--- config.mk ---
export PLATFORM = sky130hd
export DESIGN_NAME = wb_gain
export DESIGN_NICKNAME = d
export VERILOG_FILES = /design/src/rtl/wb_gain.sv
export SDC_FILE = /design/constraint.sdc
export NUM_CORES = 1
export LEC_CHECK = 0
export CAP_MARGIN = 20
export CORE_AREA = 3 3 133 135
export CTS_BUF_LIST = sky130_fd_sc_hd__clkbuf_4 sky130_fd_sc_hd__clkbuf_8 sky130_fd_sc_hd__clkbuf_16
export CTS_CLUSTER_SIZE = 12
export DETAILED_ROUTE_END_ITERATION = 8
export DIE_AREA = 0 0 136 138
export PLACE_DENSITY = 0.85
export SYNTH_ARGS = -nofsm -noshare
export SYNTH_HDL_FRONTEND = slang
export SYNTH_SLANG_ARGS = --single-unit
--- constraint.sdc ---
create_clock -name clk -period 5.2 [get_ports clk]
set_clock_uncertainty 0.2 [all_clocks]
set_input_delay 1.04 -clock clk [delete_from_list [all_inputs] [get_ports clk]]
set_output_delay 1.04 -clock clk [all_outputs]
set_load 0.02 [all_outputs]
--- src/rtl/wb_gain.sv ---
// Per-channel white-balance gain: 2-stage pixel pipeline with frame-synchronous gain switching.
// Optional gray-world statistics are built when the WB_STATS_EN macro is defined.
module wb_gain #(
    parameter int GAIN_W = 12,
    parameter int SUM_W  = 32
) (
    input  logic              clk,
    input  logic              rst,
    input  logic [7:0]        pixel_in,
    input  logic              valid_in,
    input  logic [2:0]        color_in,
    input  logic              last_in,
    input  logic [GAIN_W-1:0] gain_r,
    input  logic [GAIN_W-1:0] gain_g,
    input  logic [GAIN_W-1:0] gain_b,
    input  logic              gain_load,
    output logic [7:0]        pixel_out,
    output logic              valid_out,
    output logic [2:0]        color_out,
    output logic              last_out,
    output logic [SUM_W-1:0]  sum_r,
    output logic [SUM_W-1:0]  sum_g,
    output logic [SUM_W-1:0]  sum_b,
    output logic              stats_valid
);

    localparam int PROD_W = 8 + GAIN_W;
    localparam logic [GAIN_W-1:0] UNITY = GAIN_W'(256);

    typedef enum logic {IDLE, ACTIVE} state_t;

    // Q4.8 product -> round half up -> clamp to 8 bits
    function automatic logic [7:0] round_sat(input logic [PROD_W-1:0] p);
        logic [PROD_W:0] t;
        t = {1'b0, p} + (PROD_W+1)'(128);
        if (|t[PROD_W:16]) return 8'hFF;
        return t[15:8];
    endfunction

    logic [7:0]        pix_p1_q;
    logic              vld_p1_q;
    logic [2:0]        col_p1_q;
    logic              last_p1_q;

    logic [GAIN_W-1:0] shd_r_q, shd_g_q, shd_b_q;
    logic [GAIN_W-1:0] shd_r_d, shd_g_d, shd_b_d;
    logic [GAIN_W-1:0] act_r_q, act_g_q, act_b_q;
    logic [GAIN_W-1:0] act_r_d, act_g_d, act_b_d;

    state_t            state_q, state_d;
    logic              load_act;
    logic              frame_end;

    logic [GAIN_W-1:0] sel_gain;
    logic [PROD_W-1:0] prod_p1;
    logic [7:0]        pix_p2_d;

    logic [7:0]        pix_p2_q;
    logic              vld_p2_q;
    logic [2:0]        col_p2_q;
    logic              last_p2_q;

    // ---- Stage 1: input capture ----
    always_ff @(posedge clk or posedge rst) begin
        if (rst) begin
            vld_p1_q  <= 1'b0;
            pix_p1_q  <= '0;
            col_p1_q  <= '0;
            last_p1_q <= 1'b0;
        end else begin
            vld_p1_q <= valid_in;
            if (valid_in) begin
                pix_p1_q  <= pixel_in;
                col_p1_q  <= color_in;
                last_p1_q <= last_in;
            end
        end
    end

    assign frame_end = vld_p1_q && last_p1_q;

    // Active gains follow the shadow only between frames; the first pixel's
    // S1 cycle already counts as in-frame so the gain cannot shift under it.
    always_comb begin
        state_d  = state_q;
        load_act = 1'b0;
        case (state_q)
            IDLE: begin
                if (!vld_p1_q) begin
                    load_act = 1'b1;
                end else if (last_p1_q) begin
                    load_act = 1'b1;
                end else begin
                    state_d = ACTIVE;
                end
            end
            ACTIVE: begin
                if (frame_end) begin
                    state_d  = IDLE;
                    load_act = 1'b1;
                end
            end
            default: state_d = IDLE;
        endcase
    end

    always_ff @(posedge clk or posedge rst) begin
        if (rst) state_q <= IDLE;
        else     state_q <= state_d;
    end

    // Active copies shadow's next value so a coincident load lands immediately
    always_comb begin
        shd_r_d = gain_load ? gain_r : shd_r_q;
        shd_g_d = gain_load ? gain_g : shd_g_q;
        shd_b_d = gain_load ? gain_b : shd_b_q;
        act_r_d = load_act ? shd_r_d : act_r_q;
        act_g_d = load_act ? shd_g_d : act_g_q;
        act_b_d = load_act ? shd_b_d : act_b_q;
    end

    always_ff @(posedge clk or posedge rst) begin
        if (rst) begin
            shd_r_q <= UNITY;
            shd_g_q <= UNITY;
            shd_b_q <= UNITY;
            act_r_q <= UNITY;
            act_g_q <= UNITY;
            act_b_q <= UNITY;
        end else begin
            shd_r_q <= shd_r_d;
            shd_g_q <= shd_g_d;
            shd_b_q <= shd_b_d;
            act_r_q <= act_r_d;
            act_g_q <= act_g_d;
            act_b_q <= act_b_d;
        end
    end

    always_comb begin
        case (col_p1_q)
            3'd0:    sel_gain = act_r_q;
            3'd1:    sel_gain = act_g_q;
            3'd2:    sel_gain = act_b_q;
            default: sel_gain = UNITY;
        endcase
        prod_p1  = PROD_W'(pix_p1_q) * PROD_W'(sel_gain);
        pix_p2_d = round_sat(prod_p1);
    end

    // ---- Stage 2: gained pixel to output ----
    always_ff @(posedge clk or posedge rst) begin
        if (rst) begin
            vld_p2_q  <= 1'b0;
            pix_p2_q  <= '0;
            col_p2_q  <= '0;
            last_p2_q <= 1'b0;
        end else begin
            vld_p2_q <= vld_p1_q;
            if (vld_p1_q) begin
                pix_p2_q  <= pix_p2_d;
                col_p2_q  <= col_p1_q;
                last_p2_q <= last_p1_q;
            end
        end
    end

    assign pixel_out = pix_p2_q;
    assign valid_out = vld_p2_q;
    assign color_out = col_p2_q;
    assign last_out  = last_p2_q;

`ifdef WB_STATS_EN
    function automatic logic [SUM_W-1:0] sat_add(input logic [SUM_W-1:0] a,
                                                 input logic [7:0] b);
        logic [SUM_W:0] s;
        s = {1'b0, a} + (SUM_W+1)'(b);
        if (s[SUM_W]) return '1;
        return s[SUM_W-1:0];
    endfunction

    logic [SUM_W-1:0] acc_r_q, acc_g_q, acc_b_q;
    logic [SUM_W-1:0] acc_r_d, acc_g_d, acc_b_d;
    logic [SUM_W-1:0] sum_r_q, sum_g_q, sum_b_q;
    logic             stats_vld_q;

    always_comb begin
        acc_r_d = (vld_p1_q && col_p1_q == 3'd0) ? sat_add(acc_r_q, pix_p1_q) : acc_r_q;
        acc_g_d = (vld_p1_q && col_p1_q == 3'd1) ? sat_add(acc_g_q, pix_p1_q) : acc_g_q;
        acc_b_d = (vld_p1_q && col_p1_q == 3'd2) ? sat_add(acc_b_q, pix_p1_q) : acc_b_q;
    end

    // Publishing on the S1 edge makes the pulse line up with last_out
    always_ff @(posedge clk or posedge rst) begin
        if (rst) begin
            acc_r_q     <= '0;
            acc_g_q     <= '0;
            acc_b_q     <= '0;
            sum_r_q     <= '0;
            sum_g_q     <= '0;
            sum_b_q     <= '0;
            stats_vld_q <= 1'b0;
        end else begin
            stats_vld_q <= frame_end;
            if (frame_end) begin
                sum_r_q <= acc_r_d;
                sum_g_q <= acc_g_d;
                sum_b_q <= acc_b_d;
                acc_r_q <= '0;
                acc_g_q <= '0;
                acc_b_q <= '0;
            end else begin
                acc_r_q <= acc_r_d;
                acc_g_q <= acc_g_d;
                acc_b_q <= acc_b_d;
            end
        end
    end

    assign sum_r       = sum_r_q;
    assign sum_g       = sum_g_q;
    assign sum_b       = sum_b_q;
    assign stats_valid = stats_vld_q;
`else
    assign sum_r       = '0;
    assign sum_g       = '0;
    assign sum_b       = '0;
    assign stats_valid = 1'b0;
`endif

endmodule

==> summary.md <==
| Metric | Value |
|---|---|
| Status | `finished with violations` |
| Failing checks | `negative setup slack` |
| CTS max path bufs | `2` |
| Reg-to-Reg Start | `col_p1_q[1]` |
| RSZ-0062 raised after global routing | `yes` |
| Grt total ovfl | `0` |
| Num CTS Buffers | `9` |
| Top cell type's share of synthesized area | `29.38%` |
| R2R cell count | `20` |
| DRC | `0` |
| DIE WIDTH | `136 µm` |
| Share of power burned in registers | `22.6%` |
| Buf+Inv Stages, Crit Path | `4` |
| WS Path Type | `reg2reg` |
| Syn Std Cell Area | `7921 µm²` |
| Antenna cell count | `0` |
| Worst Path Arrival | `5.49 ns` |
| CP max FO | `8` |
| Worst Max-Slew Pin Slew | `0.9775 ns` |
| Vias per cell | `5.157` |
| Max VDD drop | `0.0003404 V` |
| Die Y | `138 µm` |
| Area delta synth->final | `23.19%` |
| Root Buffer | `clkbuf_16` |
| I/O pins | `162` |
| Final wirelength | `19280 µm` |
| Crit path capture | `pixel_out[0]` |
| Hold slack final | `0.2985 ns` |
| Prevailing post-synth register cell | `dfrtp_1` |
| Worst rel slew slack | `34.83%` |
| Sequential fraction of the synthesis area | `31.37%` |
| WL per Instance | `17.72 µm` |
| Power Total | `4564 µW` |
| Number of cells on the critical path | `20` |
| Ranking of synthesized cells by area | `dfrtp_1 29%, fa_1 15%, mux2_2 12%, buf_4 9.2%, ha_1 7.7%` |
| Core footprint | `16580 µm²` |
| Final worst slack | `-0.2548 ns` |
| Number of global-route vias before repair | `6019` |
| Cell internal pwr | `2646 µW` |
| HPWL after DPL | `12290 µm` |
| GRT Total Usage | `19.44%` |
| Hold Crit Start | `shd_g_q[0]` |
| Power Density | `467.7 nW/µm²` |
| Reg2reg setup slack | `-0.25 ns` |
| Largest net degree at the start of global routing | `79` |
| Hold crit path type | `reg2reg` |
| Comb pwr share | `61.8%` |
| # setup viols final | `8` |
| CP max stage delay | `0.54 ns` |
| Asr flop ratio synth | `100.0%` |
| Vias | `5611` |
| Fin nets | `1023` |
| Port-buffer cells | `64` |
| TritonCTS clock tree | `done` |
| Final Wtd Congestion | `0.8500` |
| Dpl cells | `1047` |
| Fmax | `183.3 MHz` |
| Effective utilization at floorplan | `47.77%` |
| Syn Area/Cell | `10.62 µm²` |
| Crit path required time | `5.23 ns` |
| Final hold vios | `0` |
| Yosys top cell by area | `dfrtp_1` |
| Initial antenna violation count | `0` |
| Number of synthesized flops with an enable pin | `0` |
| Startpoint Class | `register` |
| Reg-to-Reg End | `pixel_out[0]` |
| Final period util | `104.9%` |
| Row count | `47` |
| Switching pwr | `1918 µW` |
| Worst-Skew Late Latency | `0.36 ns` |
| Routed Antenna Nets | `0` |
| CTS Sinks | `99` |
| Kind of end point of the critical path | `register` |
| P_leak | `0.004499 µW` |
| Synth Register Bits | `99` |
| Crit path launch | `col_p1_q[1]` |
| Non-Filler Instances | `1088` |
| Share of layout cells above drive strength 1 | `31.91%` |
| Max-Cap Viols | `0` |
| Fin crit period | `5.455 ns` |
| Clk slew on worst S/H paths | `0.08 ns` |
| CP dominant cell by count | `fa_1` |
| Htree depth | `3` |
| Synthesized instance count | `746` |
| Die area | `18770 µm²` |
| Violation count after the first detailed-route iteration | `381` |
| Slowest CP cell | `fa_1` |
| Synth warn | `0` |
| CP delay by family, top | `adder cells` |
| Critical path cell sequence | `buf_8, mux2i_2, nor2_1, a21oi_2, nor2_4, and2_1, fa_1, fa_1, fa_1, inv_1, fa_1, inv_2, ha_4, and3_4, and2_4, nand3_4, o2111a_1, a211oi_4, buf_6, a41oi_2` |
| Drt first pass iters | `5` |
| Clock power frac | `15.6%` |
| Global-route wire length before repair | `29360 µm` |
| Sw frac | `42.02%` |
| Post-synth cell types | `50` |
| Max Slew Vio Count | `0` |
[worst min-delay path by stage]
stage | end | slack (ns) | depth (start not counted)
5_1_grt | shd_b_q[5] | 0.31 | 1
4_1_cts | shd_g_q[0] | 0.30 | 1
6_report | shd_g_q[0] | 0.30 | 1
3_3_place_gp | shd_b_q[10] | 0.28 | 1
2_1_floorplan | valid_out | 0.15 | 0
3_5_place_dp | shd_r_q[1] | 0.28 | 1
[cells in the final DEF (no fill, tap or decap), types with 7 or more instances in the layout]
cell type | synthesis | final
mux2i_1 | 11 | 8
ha_1 | 49 | 40
inv_1 | 86 | 78
dfrtp_1 | 93 | 92
and2_1 | 59 | 51
a21oi_2 | 0 | 11
fa_2 | 0 | 7
nand2_1 | 34 | 31
nor2_4 | 0 | 8
mux2_2 | 87 | 87
clkdlybuf4s50_1 | 0 | 64
and2_4 | 1 | 9
conb_1 | 1 | 97
ha_4 | 0 | 8
fa_1 | 59 | 52
inv_2 | 0 | 7
a41oi_2 | 0 | 8
buf_4 | 97 | 54
clkbuf_16 | 0 | 9
buf_6 | 1 | 11
nor2_1 | 37 | 24
[synth_stat cells (all sizes together) (11+ instances only)]
library cell	instances
mux2	87
nand2	34
and2	60
fa	59
nor2	37
dfrtp	93
o21ai	13
buf	104
inv	86
ha	49
a21oi	20
mux2i	11
clkbuf	18
[worst register-to-register path, cell delays in order, from the launching register on]
cell and delay [ns]:
dfrtp_2 0.44, buf_8 0.18, mux2i_2 0.25, nor2_1 0.09, a21oi_2 0.20, nor2_4 0.09, and2_1 0.18, fa_1 0.54
fa_1 0.44, fa_1 0.52, inv_1 0.07, fa_1 0.51, inv_2 0.05, ha_4 0.27, and3_4 0.19, and2_4 0.17
nand3_4 0.10, o2111a_1 0.30, a211oi_4 0.24, buf_6 0.18, a41oi_2 0.12
[cell type report]
type                            instances  area [µm²]
Fill cell                            1217        6825
Multi-Input combinational cell        535        5139
Sequential cell                        99        2486
Timing Repair Buffer                  132        1225
Inverter                               86       325.3
Tap cell                              220       275.3
Clock buffer                            9       225.2
Clock inverter                          7       82.58
[layer usage]
| metal | global-route usage (%) | wire [µm] | up-vias |
|---|---|---|---|
| li1 | - | - | 2467 |
| met5 | 0 | 0 | - |
| met4 | 8.117 | 803 | 0 |
| met1 | 22.62 | 7075 | 2839 |
| met2 | 34.63 | 10340 | 236 |
| met3 | 3.852 | 1063 | 69 |
[cells by family (layout without fill, tap and decap cells)]
group | after synthesis | count (layout) | synth area share [%]
AND/OR/NAND/NOR | 154 | 154 | 10.20
AO/OA/AOI/OAI | 68 | 68 | 6.239
buffers and inverters | 208 | 234 | 14.63
other | 1 | 97 | 0.04734
XOR/XNOR | 10 | 10 | 1.106
adder cells (fa/ha/maj) | 108 | 108 | 22.65
flip-flops | 99 | 99 | 31.37
multiplexers | 98 | 98 | 13.76
[power by group through the flow]
| stage | clock, µW | sequential (µW) | combinational [µW] |
|---|---|---|---|
| after global placement | 0 | 1020 | 2090 |
| final | 714 | 1030 | 2820 |
| after global routing | 748 | 1050 | 3060 |
| after floorplan | 0 | 1010 | 1560 |
| after detailed placement | 0 | 1030 | 2160 |
| after CTS | 710 | 1020 | 2520 |
[flip-flops by register name (all words and copies together), names as in the netlist, 3 cells and up, named ones only]
register / flops
pix_p1_q: 8
pixel_out: 8
act_g_q: 12
shd_r_q: 12
color_out: 3
shd_g_q: 12
act_r_q: 12
col_p1_q: 3
act_b_q: 12
shd_b_q: 12
[timing repair]
action | CTS | global route
endpoints found under the setup margin | 8 | 8
endpoints found under the hold margin | 0 | 0
pin swaps | 51 | 40
buffers inserted | 16 | 9
gates resized for setup | 66 | 44
hold buffers | 0 | 0
[per-stage QoR]
step	util (%)	setup TNS, ns	setup WS, ns	instance area, µm²
2_1_floorplan	-	0	0.01313	8351
3_3_place_gp	52.86	-1.188	-0.1510	8766
3_5_place_dp	52.86	-2.357	-0.3142	8766
4_1_cts	57.19	-0.4787	-0.07376	9484
5_1_grt	58.84	-3.487	-0.4513	9758
6_report	58.84	-1.997	-0.2548	9758
Note: power is estimated with default switching activity, not from simulation.
